**config.mk**
```make
export PLATFORM = sky130hd
export DESIGN_NAME = palette_ram_arbiter_flat
export DESIGN_NICKNAME = d
export VERILOG_FILES = /design/src/rtl/palette_ram_arbiter_if.sv /design/src/rtl/palette_ram_arbiter.sv /design/src/flat_wrapper.sv
export SDC_FILE = /design/constraint.sdc
export NUM_CORES = 1
export LEC_CHECK = 0
export BUFFER_PORTS_ARGS = -buffer_cell sky130_fd_sc_hd__buf_2
export CORE_MARGIN = 2
export CORE_UTILIZATION = 49
export DETAILED_ROUTE_END_ITERATION = 16
export PLACE_DENSITY_LB_ADDON = 0.1
export SLEW_MARGIN = 30
export SYNTH_ARGS = -nofsm -noshare
export SYNTH_HDL_FRONTEND = slang
export SYNTH_SLANG_ARGS = --single-unit
```
**constraint.sdc**
```tcl
create_clock -name clk -period 3 [get_ports clk]
set_input_delay 0.15 -clock clk [delete_from_list [all_inputs] [get_ports clk]]
set_output_delay 0.15 -clock clk [all_outputs]
set_load 0.02 [all_outputs]
```
**src/rtl/palette_ram_arbiter_if.sv**
```systemverilog
`default_nettype none
// ============================================================================
//  Module      : palette_ram_arbiter_if
//  Description : Video lookup, CPU access and colour-RAM bus bundle for the
//                palette RAM arbiter.
//  Revision    : 1.0
// ============================================================================
interface palette_ram_arbiter_if #(
    parameter int AW = 13,
    parameter int DW = 16
);
    logic          ce_pixel;
    logic          vblank;
    logic [AW-1:0] vid_addr;
    logic [DW-1:0] vid_data;
    logic          vid_valid;

    logic          cpu_req;
    logic          cpu_we;
    logic [1:0]    cpu_be;
    logic [AW-1:0] cpu_addr;
    logic [DW-1:0] cpu_wdata;
    logic          cpu_ack;
    logic [DW-1:0] cpu_rdata;

    logic [AW-1:0] ram_addr;
    logic [DW-1:0] ram_wdata;
    logic [1:0]    ram_we;
    logic [DW-1:0] ram_rdata;

    modport slave (
        input  ce_pixel, vblank, vid_addr,
        input  cpu_req, cpu_we, cpu_be, cpu_addr, cpu_wdata,
        input  ram_rdata,
        output vid_data, vid_valid, cpu_ack, cpu_rdata,
        output ram_addr, ram_wdata, ram_we
    );

    modport master (
        output ce_pixel, vblank, vid_addr,
        output cpu_req, cpu_we, cpu_be, cpu_addr, cpu_wdata,
        output ram_rdata,
        input  vid_data, vid_valid, cpu_ack, cpu_rdata,
        input  ram_addr, ram_wdata, ram_we
    );
endinterface
`default_nettype wire

```
**src/rtl/palette_ram_arbiter.sv**
```systemverilog
`default_nettype none
// ============================================================================
//  Module      : palette_ram_arbiter
//  Description : Shares a single-port palette RAM between per-pixel video
//                lookups and buffered CPU accesses issued in idle clocks.
//  Revision    : 1.0
// ============================================================================
module palette_ram_arbiter #(
    parameter int AW         = 13,
    parameter int DW         = 16,
    parameter int RAM_LAT    = 1,
    parameter int BLANK_ONLY = 0
) (
    input  wire logic             clk,
    input  wire logic             reset,
    palette_ram_arbiter_if.slave  bus
);
    typedef enum logic [2:0] {
        S_IDLE   = 3'd0,
        S_PEND   = 3'd1,
        S_RDWAIT = 3'd2,
        S_ACK    = 3'd3,
        S_DONE   = 3'd4
    } state_t;

    localparam logic [1:0] c_TAG_NONE = 2'd0;
    localparam logic [1:0] c_TAG_VID  = 2'd1;
    localparam logic [1:0] c_TAG_CPU  = 2'd2;

    state_t                r_state;
    state_t                w_state_nxt;

    logic                  r_buf_we;
    logic [1:0]            r_buf_be;
    logic [AW-1:0]         r_buf_addr;
    logic [DW-1:0]         r_buf_wdata;
    logic [AW-1:0]         r_last_vid;
    logic [DW-1:0]         r_vid_data;
    logic                  r_vid_valid;
    logic [DW-1:0]         r_cpu_rdata;
    logic [2*RAM_LAT-1:0]  r_tag_pipe;

    logic                  w_gate;
    logic                  w_cpu_slot;
    logic [1:0]            w_tag_in;
    logic [1:0]            w_tag_out;
    logic [AW-1:0]         w_ram_addr;
    logic [1:0]            w_ram_we;

    assign w_gate     = (BLANK_ONLY == 0) || bus.vblank;
    assign w_cpu_slot = !bus.ce_pixel && (r_state == S_PEND) && w_gate;
    assign w_tag_in   = bus.ce_pixel                ? c_TAG_VID :
                        (w_cpu_slot && !r_buf_we)   ? c_TAG_CPU : c_TAG_NONE;
    assign w_tag_out  = r_tag_pipe[2*RAM_LAT-1 -: 2];

    always_ff @(posedge clk or posedge reset) begin
        if (reset) begin
            r_state <= S_IDLE;
        end else begin
            r_state <= w_state_nxt;
        end
    end

    always_comb begin
        w_state_nxt = r_state;
        w_ram_addr  = r_last_vid;
        w_ram_we    = 2'b00;

        if (bus.ce_pixel) begin
            w_ram_addr = bus.vid_addr;
        end else if (w_cpu_slot) begin
            w_ram_addr = r_buf_addr;
            if (r_buf_we) begin
                w_ram_we = r_buf_be;
            end
        end

        case (r_state)
            S_IDLE:   if (bus.cpu_req) w_state_nxt = S_PEND;
            S_PEND:   if (w_cpu_slot)  w_state_nxt = r_buf_we ? S_ACK : S_RDWAIT;
            S_RDWAIT: if (w_tag_out == c_TAG_CPU) w_state_nxt = S_ACK;
            S_ACK:    w_state_nxt = S_DONE;
            // A request left high after its ack must not run a second time.
            S_DONE:   if (!bus.cpu_req) w_state_nxt = S_IDLE;
            default:  w_state_nxt = S_IDLE;
        endcase
    end

    always_ff @(posedge clk or posedge reset) begin
        if (reset) begin
            r_buf_we    <= 1'b0;
            r_buf_be    <= 2'b00;
            r_buf_addr  <= '0;
            r_buf_wdata <= '0;
        end else if ((r_state == S_IDLE) && bus.cpu_req) begin
            r_buf_we    <= bus.cpu_we;
            r_buf_be    <= bus.cpu_be;
            r_buf_addr  <= bus.cpu_addr;
            r_buf_wdata <= bus.cpu_wdata;
        end
    end

    // Each tag follows its read through the RAM so the returning word is routed to its owner.
    generate
        if (RAM_LAT == 1) begin : g_tag_lat1
            always_ff @(posedge clk or posedge reset) begin
                if (reset) begin
                    r_tag_pipe <= '0;
                end else begin
                    r_tag_pipe <= w_tag_in;
                end
            end
        end else begin : g_tag_latn
            always_ff @(posedge clk or posedge reset) begin
                if (reset) begin
                    r_tag_pipe <= '0;
                end else begin
                    r_tag_pipe <= {r_tag_pipe[2*RAM_LAT-3:0], w_tag_in};
                end
            end
        end
    endgenerate

    always_ff @(posedge clk or posedge reset) begin
        if (reset) begin
            r_last_vid  <= '0;
            r_vid_data  <= '0;
            r_vid_valid <= 1'b0;
            r_cpu_rdata <= '0;
        end else begin
            if (bus.ce_pixel) begin
                r_last_vid <= bus.vid_addr;
            end
            r_vid_valid <= (w_tag_out == c_TAG_VID);
            if (w_tag_out == c_TAG_VID) begin
                r_vid_data <= bus.ram_rdata;
            end
            if (w_tag_out == c_TAG_CPU) begin
                r_cpu_rdata <= bus.ram_rdata;
            end
        end
    end

    assign bus.ram_addr  = w_ram_addr;
    assign bus.ram_we    = w_ram_we;
    assign bus.ram_wdata = r_buf_wdata;
    assign bus.vid_data  = r_vid_data;
    assign bus.vid_valid = r_vid_valid;
    assign bus.cpu_ack   = (r_state == S_ACK);
    assign bus.cpu_rdata = r_cpu_rdata;
endmodule
`default_nettype wire

```
**src/flat_wrapper.sv**
```systemverilog
// flat-port wrapper written by rule: the top's interface ports become plain ports
module palette_ram_arbiter_flat 
#(
    parameter int AW         = 13,
    parameter int DW         = 16,
    parameter int RAM_LAT    = 1,
    parameter int BLANK_ONLY = 0
)
  (clk, reset, bus_ce_pixel, bus_vblank, bus_vid_addr, bus_cpu_req, bus_cpu_we, bus_cpu_be, bus_cpu_addr, bus_cpu_wdata, bus_ram_rdata, bus_vid_data, bus_vid_valid, bus_cpu_ack, bus_cpu_rdata, bus_ram_addr, bus_ram_wdata, bus_ram_we);
  palette_ram_arbiter_if #(.AW(AW), .DW(DW)) bus_i ();
  input  wire logic clk;
  input  wire logic reset;
  input wire logic [$bits(bus_i.ce_pixel)-1:0] bus_ce_pixel;
  input wire logic [$bits(bus_i.vblank)-1:0] bus_vblank;
  input wire logic [$bits(bus_i.vid_addr)-1:0] bus_vid_addr;
  input wire logic [$bits(bus_i.cpu_req)-1:0] bus_cpu_req;
  input wire logic [$bits(bus_i.cpu_we)-1:0] bus_cpu_we;
  input wire logic [$bits(bus_i.cpu_be)-1:0] bus_cpu_be;
  input wire logic [$bits(bus_i.cpu_addr)-1:0] bus_cpu_addr;
  input wire logic [$bits(bus_i.cpu_wdata)-1:0] bus_cpu_wdata;
  input wire logic [$bits(bus_i.ram_rdata)-1:0] bus_ram_rdata;
  output wire logic [$bits(bus_i.vid_data)-1:0] bus_vid_data;
  output wire logic [$bits(bus_i.vid_valid)-1:0] bus_vid_valid;
  output wire logic [$bits(bus_i.cpu_ack)-1:0] bus_cpu_ack;
  output wire logic [$bits(bus_i.cpu_rdata)-1:0] bus_cpu_rdata;
  output wire logic [$bits(bus_i.ram_addr)-1:0] bus_ram_addr;
  output wire logic [$bits(bus_i.ram_wdata)-1:0] bus_ram_wdata;
  output wire logic [$bits(bus_i.ram_we)-1:0] bus_ram_we;
  assign bus_i.ce_pixel = bus_ce_pixel;
  assign bus_i.vblank = bus_vblank;
  assign bus_i.vid_addr = bus_vid_addr;
  assign bus_i.cpu_req = bus_cpu_req;
  assign bus_i.cpu_we = bus_cpu_we;
  assign bus_i.cpu_be = bus_cpu_be;
  assign bus_i.cpu_addr = bus_cpu_addr;
  assign bus_i.cpu_wdata = bus_cpu_wdata;
  assign bus_i.ram_rdata = bus_ram_rdata;
  assign bus_vid_data = bus_i.vid_data;
  assign bus_vid_valid = bus_i.vid_valid;
  assign bus_cpu_ack = bus_i.cpu_ack;
  assign bus_cpu_rdata = bus_i.cpu_rdata;
  assign bus_ram_addr = bus_i.ram_addr;
  assign bus_ram_wdata = bus_i.ram_wdata;
  assign bus_ram_we = bus_i.ram_we;
  palette_ram_arbiter #(.AW(AW), .DW(DW), .RAM_LAT(RAM_LAT), .BLANK_ONLY(BLANK_ONLY)) u_core (.clk(clk), .reset(reset), .bus(bus_i));
endmodule
```
==> reports/results.ini <==
[clock_network]
clk_latency_ns = 0.34
cts_buffer_depth = 2
tritoncts = done
clk_pin_slew_worst_paths_ns = 0.08
numCtsBuffers = 9
htreeDepth = 3
clock-sinks = 83
post_cts_buffers = 0
cts_hold_buf = 1
clockRootBuffer = clkbuf_8
cts_resized = 0

[run_status]
outcome = completed

[logic_synthesis]
synth_area_per_cell_um2 = 16.0
synthCells = 219
syn_area_um2 = 3500
seq_area_frac_synth = 0.593
ys_ff_latch = 83
syn_nets = 285
yosys_warnings = 0
ys_types = 24

[timing]
clock.fmax_mhz = 454
hold_viol_final = 0
finalMaxSlewViolations = 0
clock_skew_ns = 0.0118
fin_tns_setup_ns = 0
setup_slack_ns = 0.799
max_slew_margin = 0.406
tightest_slew_ns = 0.887
rsz0062_at_grt = no
period_share = 0.734
fin_crit_ns = 2.20
finalSetupViolCount = 0

[global_route]
grt_pass1_wl_mm = 10.7
grt_pass1_vias = 2221
grt_max_degree = 32
grt_use_total = 0.180
antenna_found_initial = 0
grt_overflow = 0

[final_layout]
num-nets-final = 417
fin_cells = 452
multi_input_area_um2 = 1330
final_cell_mix = buf_2, dfrtp_1, mux2_4
regArea_um2 = 2080
finalInstanceArea_um2 = 4440
drive_above_1_share = 0.584
n_fill_cell = 555
syn2layout_area_growth_pct = 26.9
diodes = 0
mostFrequentLayoutCell = buf_2

[routing]
drt_iter0_drc = 46
antenna_left = 0
vias_per_cell = 5.00
firstDrtPassIters = 4
wire_per_inst_um = 15.4
num_vias = 2259
wl_mm = 6.97
drc = 0

[floorplanning]
die_x_um = 88.5
num_io_pins = 131
rows = 30
core_area_um2 = 6870
fp.dieH_um = 88.5
dieArea_um2 = 7830
start_util = 0.509

[power_and_ir_drop]
irDropWorstVdd_v = 0.000404
power_frac_comb = 0.403
power_per_cell_area_nw_per_um2 = 995
power_frac_clock = 0.193
p_leak_nw = 2.24
p_switching_mw = 1.52
intPower_mw = 2.89
p_seq_frac = 0.404
p_sw_frac = 0.345

[worst_setup_path]
endpoint_kind = output port
critPathMaxFanout = 17
required_ns = 2.85
arrival_ns = 2.05
r2r_cells = 4
criticalPathCategory = reg2out
start_kind = register

[placed_design]
dpl_cell_area_um2 = 4220
portBuffers = 129
gp_congestion = 0.714
placedCellCount = 435
pre_cts_ws_ns = 0.913
dp_hpwl_mm = 4.88

[job]
cap_violations = 0

[hold_path]
hp-class = in2reg
hold-path-cell-count = 2

-- logic make-up after synthesis --
kind of cell,count (synthesis),share of synthesized area
AND/OR/NAND/NOR,13,0.0279
multiplexers,78,0.283
buffers and inverters,15,0.0279
flip-flops,83,0.593
AO/OA/AOI/OAI,30,0.0679
-- synthesized netlist by cell type --
cell type  number  area, um2
dfrtp_1        83       2080
mux2_4         30        450
mux2_2         26        293
mux2_1         21        236
a21o_1         14        105
a22o_1         13        114
buf_2           6       30.0
buf_6           4       45.0
and3_1          2       12.5
clkbuf_1        2       7.51
inv_1           2       7.51
nor2_1          2       7.51
nor2b_1         2       12.5
nor3b_1         2       15.0
a21oi_1         1       5.00
a221oi_1        1       8.76
and2b_1         1       7.51
buf_4           1       7.51
mux2i_1         1       10.0
nand2b_1        1       6.26
nor2_2          1       6.26
nor4b_4         1       23.8
o21ai_0         1       5.00
or2_0           1       6.26
-- worst max-delay path, stage by stage (launching register included) --
cell and delay, ns:
dfrtp_1 0.44, nor4b_4 0.16, buf_4 0.23, nor2_2 0.51, a21o_1 0.21, buf_2 0.16
-- sequential cells by signal, summed over array words and instances (netlist names) --
signal,count
u_core.r_tag_pipe,2
u_core.bus.vid_data,16
u_core.r_buf_addr,13
u_core.r_buf_we,1
u_core.bus.ram_wdata,16
u_core.bus.vid_valid,1
u_core.r_buf_be,2
u_core.r_last_vid,13
u_core.bus.cpu_rdata,16
u_core.r_state,3
-- worst paths after layout --
kind                                         start                       end  slack, ns
max reg2reg                      u_core.r_state[0]   u_core.bus.ram_wdata[5]       1.01
min in group asynchronous                    reset    u_core.bus.vid_data[9]       0.36
min reg2reg                u_core.bus.cpu_rdata[3]   u_core.bus.cpu_rdata[3]       0.49
max in group asynchronous                    reset  u_core.bus.cpu_rdata[12]       1.89
max                              u_core.r_state[0]           bus_ram_addr[7]       0.80
min                               bus_cpu_wdata[6]   u_core.bus.ram_wdata[6]       0.02
-- layer usage --
metal | vias to the layer above | wire, um | track usage
li1 | 1050 | - | -
met1 | 1125 | 3060 | 0.234
met2 | 75 | 3370 | 0.288
met3 | 9 | 474 | 0.0494
met4 | 0 | 73 | 0.0702
met5 | - | 0 | 0
-- power by group through the flow --
stage                     registers (mW)  clock network, mW  logic (mW)
final                               1.78              0.852        1.78
after global routing                1.84              0.922        1.91
after CTS                           1.78              0.874        1.81
after detailed placement            1.80                  0        1.80
after global placement              1.79                  0        1.77
after floorplan                     2.12                  0       0.963
-- through the flow --
stage | util | total power, mW | hold slack, ns
CTS | 0.647 | 4.47 | 0.00494
detailed placement | 0.615 | 3.61 | 0.185
finish | 0.647 | 4.42 | 0.0205
global placement | 0.615 | 3.56 | 0.187
global route | 0.647 | 4.67 | 0.00916
floorplan | - | 3.08 | 0.181
-- cell type report --
class | count | area share
clock inverter | 5 | 0.0175
multi-input combinational | 121 | 0.299
tap | 96 | 0.0270
clock buffer | 11 | 0.0296
timing repair buffer | 134 | 0.157
inverter | 2 | 0.00197
sequential | 83 | 0.468
No activity file was read; power rests on OpenSTA's default activity.
